==> src/rtl/aes128_pkg.sv <==
// Shared definitions for the word-serial AES-128 host interface.
//   aes_if_state_t : sequencing state of aes128_word_if
//   AES_BLK_W      : AES block / key width in bits
//   AES_WORD_W     : host bus word width in bits
//   AES_WORDS      : words per block
package aes128_pkg;

  localparam int AES_BLK_W  = 128;
  localparam int AES_WORD_W = 32;
  localparam int AES_WORDS  = 4;

  typedef enum logic [1:0] {
    IDLE  = 2'd0,
    START = 2'd1,
    WAIT  = 2'd2,
    DRAIN = 2'd3
  } aes_if_state_t;

endpackage

==> src/rtl/aes128_word_if_if.sv <==
// Host-side bus of aes128_word_if: word writes, commands and result reads.
//   wr_*  : key/text word writes into the block
//   cmd_* : encrypt/decrypt command
//   rd_*  : result words out of the block
// Handshake rule for all three channels: a transfer happens on the rising
// clock edge where valid and ready are both 1. The source holds valid and its
// payload stable until that edge; ready may rise and fall freely.
// modport master = host side, modport slave = aes128_word_if side.
interface aes128_word_if_if;
  import aes128_pkg::*;

  logic                  wr_valid_i;
  logic                  wr_ready_o;
  logic                  wr_key_i;
  logic [AES_WORD_W-1:0] wr_data_i;
  logic                  cmd_valid_i;
  logic                  cmd_ready_o;
  logic                  cmd_dec_i;
  logic                  rd_valid_o;
  logic                  rd_ready_i;
  logic [AES_WORD_W-1:0] rd_data_o;
  logic                  rd_last_o;

  modport master (
    output wr_valid_i, wr_key_i, wr_data_i, cmd_valid_i, cmd_dec_i, rd_ready_i,
    input  wr_ready_o, cmd_ready_o, rd_valid_o, rd_data_o, rd_last_o
  );

  modport slave (
    input  wr_valid_i, wr_key_i, wr_data_i, cmd_valid_i, cmd_dec_i, rd_ready_i,
    output wr_ready_o, cmd_ready_o, rd_valid_o, rd_data_o, rd_last_o
  );

endinterface

==> src/rtl/aes128_word_shreg.sv <==
// 128-bit word-serial register.
//   shift_en : shift left by one word, word_i enters at [31:0]
//   load_en  : parallel load of par_i (wins over shift_en)
//   q_o      : full register; the oldest word sits at [127:96]
// Four shifts leave the first word in [127:96] (big-endian order), and
// reading [127:96] while shifting emits the words in that same order.
module aes128_word_shreg
  import aes128_pkg::*;
(
  input  logic                  clk,
  input  logic                  rst,
  input  logic                  shift_en,
  input  logic [AES_WORD_W-1:0] word_i,
  input  logic                  load_en,
  input  logic [AES_BLK_W-1:0]  par_i,
  output logic [AES_BLK_W-1:0]  q_o
);

  always_ff @(posedge clk or posedge rst) begin
    if (rst) begin
      q_o <= '0;
    end else if (load_en) begin
      q_o <= par_i;
    end else if (shift_en) begin
      q_o <= {q_o[AES_BLK_W-AES_WORD_W-1:0], word_i};
    end
  end

endmodule

==> src/rtl/aes128_word_if.sv <==
// Word-serial host interface in front of an AES-128 core.
//   clk, rst            : clock, asynchronous active-high reset
//   bus                 : host write/command/read channels (slave side)
//   core_start_enc_o/_dec_o : one-cycle start pulses to the core
//   core_key_o/text_o   : key and text blocks presented to the core
//   core_text_i         : core result, captured on core_done_i in WAIT
//   core_ready_i        : core idle flag, gates command acceptance
//   core_done_i         : core completion pulse
//   busy_o              : high whenever the sequencer is not IDLE
//   state_o             : current sequencer state (debug visibility)
// KEY_RETAIN=1 keeps the key valid across operations; 0 drops it when the
// last result word has been read.
module aes128_word_if
  import aes128_pkg::*;
#(
  parameter bit KEY_RETAIN = 1'b1
) (
  input  logic                 clk,
  input  logic                 rst,
  aes128_word_if_if.slave      bus,
  output logic                 core_start_enc_o,
  output logic                 core_start_dec_o,
  output logic [AES_BLK_W-1:0] core_key_o,
  output logic [AES_BLK_W-1:0] core_text_o,
  input  logic [AES_BLK_W-1:0] core_text_i,
  input  logic                 core_ready_i,
  input  logic                 core_done_i,
  output logic                 busy_o,
  output aes_if_state_t        state_o
);

  aes_if_state_t state_q, state_d;
  logic [1:0]    key_cnt_q, text_cnt_q, rd_cnt_q;
  logic          key_valid_q, text_valid_q, dec_q;
  logic          cmd_fire, wr_fire, key_wr, text_wr, rd_fire;
  logic          done_cap, drain_done;
  logic [AES_BLK_W-1:0] res_q;

  // A command beats a write offered in the same cycle.
  assign bus.cmd_ready_o = (state_q == IDLE) && key_valid_q && text_valid_q && core_ready_i;
  assign cmd_fire        = bus.cmd_valid_i && bus.cmd_ready_o;
  assign bus.wr_ready_o  = !rst && (state_q == IDLE) && !cmd_fire;
  assign wr_fire         = bus.wr_valid_i && bus.wr_ready_o;
  assign key_wr          = wr_fire && bus.wr_key_i;
  assign text_wr         = wr_fire && !bus.wr_key_i;

  assign bus.rd_valid_o  = (state_q == DRAIN);
  assign bus.rd_data_o   = res_q[AES_BLK_W-1 -: AES_WORD_W];
  assign bus.rd_last_o   = (state_q == DRAIN) && (rd_cnt_q == 2'd3);
  assign rd_fire         = bus.rd_valid_o && bus.rd_ready_i;

  // core_done_i is only meaningful while waiting on the core.
  assign done_cap        = (state_q == WAIT) && core_done_i;
  assign drain_done      = rd_fire && (rd_cnt_q == 2'd3);

  assign core_start_enc_o = (state_q == START) && !dec_q;
  assign core_start_dec_o = (state_q == START) && dec_q;
  assign busy_o           = (state_q != IDLE);
  assign state_o          = state_q;

  always_ff @(posedge clk or posedge rst) begin
    if (rst) state_q <= IDLE;
    else     state_q <= state_d;
  end

  always_comb begin
    state_d = state_q;
    case (state_q)
      IDLE:    if (cmd_fire)   state_d = START;
      START:                   state_d = WAIT;
      WAIT:    if (core_done_i) state_d = DRAIN;
      DRAIN:   if (drain_done) state_d = IDLE;
      default:                 state_d = IDLE;
    endcase
  end

  // Word counters and block valid flags. Writes are only accepted in IDLE,
  // so they never coincide with the end of DRAIN.
  always_ff @(posedge clk or posedge rst) begin
    if (rst) begin
      key_cnt_q    <= '0;
      text_cnt_q   <= '0;
      rd_cnt_q     <= '0;
      key_valid_q  <= 1'b0;
      text_valid_q <= 1'b0;
      dec_q        <= 1'b0;
    end else begin
      if (key_wr) begin
        key_cnt_q <= key_cnt_q + 2'd1;
        if (key_cnt_q == 2'd0) key_valid_q <= 1'b0;
        if (key_cnt_q == 2'd3) key_valid_q <= 1'b1;
      end
      if (text_wr) begin
        text_cnt_q <= text_cnt_q + 2'd1;
        if (text_cnt_q == 2'd0) text_valid_q <= 1'b0;
        if (text_cnt_q == 2'd3) text_valid_q <= 1'b1;
      end
      if (cmd_fire) dec_q <= bus.cmd_dec_i;
      if (rd_fire)  rd_cnt_q <= rd_cnt_q + 2'd1;
      if (drain_done) begin
        text_valid_q <= 1'b0;
        if (!KEY_RETAIN) key_valid_q <= 1'b0;
      end
    end
  end

  aes128_word_shreg u_key (
    .clk(clk), .rst(rst), .shift_en(key_wr), .word_i(bus.wr_data_i),
    .load_en(1'b0), .par_i('0), .q_o(core_key_o)
  );

  aes128_word_shreg u_text (
    .clk(clk), .rst(rst), .shift_en(text_wr), .word_i(bus.wr_data_i),
    .load_en(1'b0), .par_i('0), .q_o(core_text_o)
  );

  aes128_word_shreg u_res (
    .clk(clk), .rst(rst), .shift_en(rd_fire), .word_i('0),
    .load_en(done_cap), .par_i(core_text_i), .q_o(res_q)
  );

endmodule

==> src/flat_wrapper.sv <==
// flat-port wrapper written by rule: the top's interface ports become plain ports
module aes128_word_if_flat import aes128_pkg::*;
#(
  parameter bit KEY_RETAIN = 1'b1
)
  (clk, rst, core_start_enc_o, core_start_dec_o, core_key_o, core_text_o, core_text_i, core_ready_i, core_done_i, busy_o, state_o, bus_wr_valid_i, bus_wr_key_i, bus_wr_data_i, bus_cmd_valid_i, bus_cmd_dec_i, bus_rd_ready_i, bus_wr_ready_o, bus_cmd_ready_o, bus_rd_valid_o, bus_rd_data_o, bus_rd_last_o);
  aes128_word_if_if bus_i ();
  input  logic clk;
  input  logic rst;
  output logic core_start_enc_o;
  output logic core_start_dec_o;
  output logic [AES_BLK_W-1:0] core_key_o;
  output logic [AES_BLK_W-1:0] core_text_o;
  input  logic [AES_BLK_W-1:0] core_text_i;
  input  logic core_ready_i;
  input  logic core_done_i;
  output logic busy_o;
  output aes_if_state_t state_o;
  input wire logic [$bits(bus_i.wr_valid_i)-1:0] bus_wr_valid_i;
  input wire logic [$bits(bus_i.wr_key_i)-1:0] bus_wr_key_i;
  input wire logic [$bits(bus_i.wr_data_i)-1:0] bus_wr_data_i;
  input wire logic [$bits(bus_i.cmd_valid_i)-1:0] bus_cmd_valid_i;
  input wire logic [$bits(bus_i.cmd_dec_i)-1:0] bus_cmd_dec_i;
  input wire logic [$bits(bus_i.rd_ready_i)-1:0] bus_rd_ready_i;
  output wire logic [$bits(bus_i.wr_ready_o)-1:0] bus_wr_ready_o;
  output wire logic [$bits(bus_i.cmd_ready_o)-1:0] bus_cmd_ready_o;
  output wire logic [$bits(bus_i.rd_valid_o)-1:0] bus_rd_valid_o;
  output wire logic [$bits(bus_i.rd_data_o)-1:0] bus_rd_data_o;
  output wire logic [$bits(bus_i.rd_last_o)-1:0] bus_rd_last_o;
  assign bus_i.wr_valid_i = bus_wr_valid_i;
  assign bus_i.wr_key_i = bus_wr_key_i;
  assign bus_i.wr_data_i = bus_wr_data_i;
  assign bus_i.cmd_valid_i = bus_cmd_valid_i;
  assign bus_i.cmd_dec_i = bus_cmd_dec_i;
  assign bus_i.rd_ready_i = bus_rd_ready_i;
  assign bus_wr_ready_o = bus_i.wr_ready_o;
  assign bus_cmd_ready_o = bus_i.cmd_ready_o;
  assign bus_rd_valid_o = bus_i.rd_valid_o;
  assign bus_rd_data_o = bus_i.rd_data_o;
  assign bus_rd_last_o = bus_i.rd_last_o;
  aes128_word_if #(.KEY_RETAIN(KEY_RETAIN)) u_core (.clk(clk), .rst(rst), .bus(bus_i), .core_start_enc_o(core_start_enc_o), .core_start_dec_o(core_start_dec_o), .core_key_o(core_key_o), .core_text_o(core_text_o), .core_text_i(core_text_i), .core_ready_i(core_ready_i), .core_done_i(core_done_i), .busy_o(busy_o), .state_o(state_o));
endmodule
==> config.mk <==
export PLATFORM = sky130hd
export DESIGN_NAME = aes128_word_if_flat
export DESIGN_NICKNAME = d
export VERILOG_FILES = /design/src/rtl/aes128_pkg.sv /design/src/rtl/aes128_word_if_if.sv /design/src/rtl/aes128_word_shreg.sv /design/src/rtl/aes128_word_if.sv /design/src/flat_wrapper.sv
export SDC_FILE = /design/constraint.sdc
export NUM_CORES = 1
export LEC_CHECK = 0
export BUFFER_PORTS_ARGS = -buffer_cell sky130_fd_sc_hd__buf_2
export CORE_UTILIZATION = 54
export DETAILED_ROUTE_END_ITERATION = 12
export PLACE_DENSITY = 0.81
export RECOVER_POWER = 25
export SLEW_MARGIN = 20
export SYNTH_ARGS = -nofsm -noshare
export SYNTH_HDL_FRONTEND = slang
export SYNTH_HIERARCHICAL = 1
export SYNTH_SLANG_ARGS = --single-unit
export TNS_END_PERCENT = 5
==> constraint.sdc <==
create_clock -name clk -period 4.74 [get_ports clk]
set_input_delay 0.474 -clock clk [delete_from_list [all_inputs] [get_ports clk]]
set_output_delay 0.474 -clock clk [all_outputs]
set_load 0.01 [all_outputs]
---- After elaboration in Yosys (flattened, before gate mapping) ----
Cells that the tools add are included.
word-level totals
  bits in registers ....................... 395
  input bits .............................. 169
  output and inout bits ................... 297
  word-level logic and storage cells ...... 64
cells by class
  muxes and demuxes ....................... 12
  add/sub/neg operators ................... 3
  reductions and logical operators ........ 30
  equal/unequal tests ..................... 9
operators by type and width
  cell                                                    number
  two-way mux 128 bit                                     2
  logical AND 1 bit                                       15
  equality test 2 bit (second input constant)             5
  case mux 2 bit (4 select lines)                         1
  nonzero test 2 bit                                      4
  adder 2 x 1 -> 2 bit (second input constant)            3
  zero test 2 bit                                         3
  two-way mux 1 bit                                       6
  two-way mux 2 bit                                       3
  zero test 1 bit                                         4
  inequality test 2 bit (second input constant)           2
  AND reduction 2 bit                                     2
  AND reduction 3 bit                                     1
  nonzero test 3 bit                                      1
  equality test 2 x 1 -> 1 bit (second input constant)    1
  inequality test 2 x 1 -> 1 bit (second input constant)  1

---- Longest topological paths before layout ----
  depth after elaboration ................. 11
  mapped depth ............................ 9

---- Hierarchy ----
The synthesis kept the hierarchy.
modules (own cells, without submodules)
  module             area each (um2)  sequential area each (um2)  cells each  instances
  aes128_word_shreg  5952.0           3203.1                      555         3
  aes128_word_if     671.9            275.3                       62          1

---- Worst setup path before layout ----
Ideal clock, no wire load.
  kind .................................... register -> register
  from .................................... reg u_core.state_q[0] (netlist: u_core/state_o[0])
  to ...................................... reg u_core.u_text.q_o[64]
  data arrival time ....................... 1.926 ns
  stages on the path, launching flop included .. 10
  setup time .............................. 0.119 ns
  path slack .............................. 2.695 ns
  period minus slack after synthesis ...... 2.045 ns
  data required time ...................... 4.621 ns
  path through ............................ dfrtp_1 > inv_1 > ha_1 > nor4bb_1 > nand2_1 > inv_1 > buf_6 > buf_12 > mux2i_1 > o21ai_2
on the way
  cells in the longest elaborated chain, start to end .. 9
  elaborated cells on any way between the ends .. 10
RTL lines
  what                            line                                        text
  start: declaration              aes128_word_if.sv:32                        aes_if_state_t state_q, state_d;
  start signal: assignment        aes128_word_if.sv:63                        else state_q <= state_d;
  zero test 2 bit (*)             aes128_word_if.sv:40, aes128_word_if.sv:42
  logical AND 1 bit (3 in a row)  aes128_word_if.sv:40                        assign bus.cmd_ready_o = (state_q == IDLE) && key_valid_q && text_valid_q && core_ready_i;
  logical AND 1 bit               aes128_word_if.sv:41                        assign cmd_fire = bus.cmd_valid_i && bus.cmd_ready_o;
  zero test 1 bit                 aes128_word_if.sv:42                        assign bus.wr_ready_o = !rst && (state_q == IDLE) && !cmd_fire;
  logical AND 1 bit (*)           aes128_word_if.sv:42
  logical AND 1 bit (*)           aes128_word_if.sv:43                        assign wr_fire = bus.wr_valid_i && bus.wr_ready_o;
  logical AND 1 bit (*)           aes128_word_if.sv:45                        assign text_wr = wr_fire && !bus.wr_key_i;
  named net u_core.text_wr        aes128_word_if.sv:35                        logic cmd_fire, wr_fire, key_wr, text_wr, rd_fire;
  end signal: assignment          aes128_word_shreg.sv:23                     q_o <= par_i;
  end signal: assignment          aes128_word_shreg.sv:25                     q_o <= {q_o[AES_BLK_W-AES_WORD_W-1:0], word_i};
  end: declaration                aes128_word_shreg.sv:16                     output logic [AES_BLK_W-1:0] q_o
Mark *: on every way through the listed nets, which the timed path passes. The rest lies on a longest branch.
A chain may end at the register's enable or synchronous reset.

==> impl_metrics.yaml <==
run_status:
  status: "complete, but fails checks"
  violations: "max-capacitance violations, max-slew violations"
detailed_routing:
  antenna_left: 0
  wl_per_cell_microns: 17.2
  wl_microns: 49800
  drt_iter0_drc: 960
  viasPerCell: 5.04
  vias: 14594
  dr.pass1.iters: 7
  drcViolationCount: 0
power:
  p_total_mw: 10.8
  clkPwrFrac: 0.296
  seq_power_share: 0.440
  ir_worst_vdd_v: 0.000297
  p_leak_nw: 10.1
  combPwrFrac: 0.264
  swShare: 0.322
  power.density_nw_per_um2: 471
  net-switching-power_mw: 3.49
  p_int_mw: 7.35
timing:
  finalSetupViolations: 0
  relSlewSlack: -1.30
  fmax_mhz: 303
  finalClockSkew_ps: 13.2
  worst_pin_slew_ps: 3450
  finalHoldViolCount: 0
  rsz0062_at_grt: "false"
  final_max_slew_viol_count: 249
  period_share: 0.697
  tns_ps: 0
  period_needed_ps: 3300
yosys:
  yosysTopAreaCell: "dfrtp_1"
  synth_area_leaders: "dfrtp_1, mux2i_1, o21ai_1, nand2_1, buf_8"
  synth_cell_type_count: 30
  yosys.area.top_type_share: 0.533
  yosysMostFrequentCell: "dfrtp_1"
  synth_edf_count: 0
  synth_flop_cell: "dfrtp_1"
  seq_area_frac_synth: 0.533
  netlist_area_sq_um: 18500
  syn_avg_cell_area_sq_um: 10.7
  synth_common_cells: "dfrtp_1, nand2_1, mux2i_1, o21ai_1, clkbuf_1"
  yosys_warnings: 6
  ys_async_sr_fraction: 1.00
  synth-seq-cells: 395
  synthCells: 1727
worst_setup_path:
  startpoint_type: "input port"
  path_buf_inv: 2
  path_max_fanout: 89
  arrival_ps: 3140
  r2r_cells: 8
  endpoint_kind: "async pin"
  crit_chain: "clkbuf_1 -> inv_1"
  required_ps: 4570
  crit_cells: 2
  worst-setup-path-type: "in -> async"
  critPathTopFamily: "buffers and inverters"
  slowest_stage: "inv_1"
  slowest_delay_ps: 2380
placed_design:
  place_hpwl_microns: 34200
  io_buffers: 465
  gp_congestion: 0.849
final_layout:
  fillers: 2584
  fin_nets: 2595
  multi_input_area_sq_um: 8700
  final_layout_size_suffix_gt1_frac: 0.225
  area_delta_synth_final_pct: 24.2
  regArea_sq_um: 9880
cts:
  cts.repair.resized: 0
  hold_buffers: 0
  clkSlewWorstSetupHoldPaths_ps: 60
  cts_setup_buffers: 0
  insertion_delay_ps: 520
  cts_buffers: 41
  cts_buffer_depth: 3
  htreeDepth: 2
  clock-root-buffer: "clkbuf_16"
  clock_sinks: 395
  cts_tree: "done"
grt:
  grt-ovfl-total: 0
  grt.total_usage: 0.280
  grt_pass1_vias: 14590
  grt_pass1_wl_microns: 78600
  grt_max_degree: 117
  grt_antenna_before_repair: 9
min_path:
  hp-class: "in -> async"
die:
  die_area_sq_um: 35100
  rows: 67
  die_h_microns: 187
  coreArea_sq_um: 33600
  io_pins: 466
  initial_core_util: 0.551
  die_w_microns: 187
job:
  drv_cap: 4
-- logic make-up after synthesis --
kind of cell | Yosys count | synth area share
xor gates and xnor gates | 3 | 0.00142
and+or+nand+nor | 404 | 0.0845
adders and majority gates | 9 | 0.00608
buffers and inverters | 138 | 0.0573
AOI/OAI and AO/OA | 386 | 0.105
other | 1 | 0.000202
muxes | 391 | 0.212
DFF | 395 | 0.533
-- cell usage in the layout, fill, tap and decap left out, drive strengths merged, types with 2 or more instances in the layout --
master    count
nor2b         2
mux2i       385
diode         6
o21ai       384
nand2       389
ha            9
xnor2         2
buf         475
dfrtp       395
bufinv        4
clkbuf       58
clkinvlp      3
mux2          6
nand3         2
clkinv        4
inv          12
conb        296
and2          4
-- path summary, 6_finish.rpt --
path                       startpoint  slack [ps]                     end
setup / recovery                  rst        1440  u_core/u_text/q_o[121]
hold / removal                    rst          40            u_core/dec_q
setup reg to reg    u_core/state_o[0]        1610   u_core/u_text/q_o[47]
hold reg to reg   u_core/key_cnt_q[0]         490     u_core/key_cnt_q[0]
max in group clk    u_core/state_o[0]        1610   u_core/u_text/q_o[47]
min in group clk      core_text_i[55]         160    u_core/u_res/q_o[55]
-- sequential cells by signal, summed over array words and instances, names as in the netlist --
register,cells
u_core/rd_cnt_q,2
u_core/text_cnt_q,2
u_core/text_valid_q,1
u_core/u_res/q_o,128
u_core/state_o,2
u_core/dec_q,1
u_core/key_valid_q,1
u_core/u_key/q_o,128
u_core/u_text/q_o,128
u_core/key_cnt_q,2
-- per-layer routing --
metal / vias up / GRT usage / routed length (microns)
li1: 7034 / - / -
met1: 6973 / 0.328 / 19300
met2: 471 / 0.496 / 25300
met3: 106 / 0.0734 / 3690
met4: 10 / 0.0914 / 1460
met5: - / 0 / 61
-- per-stage QoR --
step / setup slack (ps) / hold WS [ps] / util / area, sq um / std cells
after floorplan: 853 / 332 / - / 19600 / 2022
after global placement: 1810 / 463 / 0.645 / 21700 / 2822
after detailed placement: 1650 / 484 / 0.645 / 21700 / 2822
after CTS: 1630 / 47.1 / 0.685 / 23000 / 2888
after global routing: 753 / 93.4 / 0.684 / 23000 / 2890
final: 1440 / 42.6 / 0.685 / 23000 / 2894
-- worst reg2reg max path: cells and delay by family (launching register included) --
kind            cells  cell delay, ps
fa+ha+maj           1             280
simple gates        2             640
compound gates      1              80
mux                 1             280
buf+inv             3            1320
flops               1             410
-- power groups by stage --
stage / Sequential [mW] / Clock (mW) / Combinational, mW
final: 4.76 / 3.21 / 2.86
after global routing: 4.84 / 3.39 / 3.17
after CTS: 4.76 / 3.26 / 2.84
after detailed placement: 4.80 / 0 / 2.83
after global placement: 4.76 / 0 / 2.70
after floorplan: 4.81 / 0 / 1.95
-- layout make-up --
class,count,area share
Tap cell,448,0.0244
Antenna cell,6,0.000652
Multi-Input combinational cell,1489,0.378
Timing Repair Buffer,478,0.108
Clock buffer,55,0.0503
Sequential cell,395,0.429
Clock inverter,11,0.00718
Inverter,12,0.00250
No activity file was read; power rests on OpenSTA's default activity.
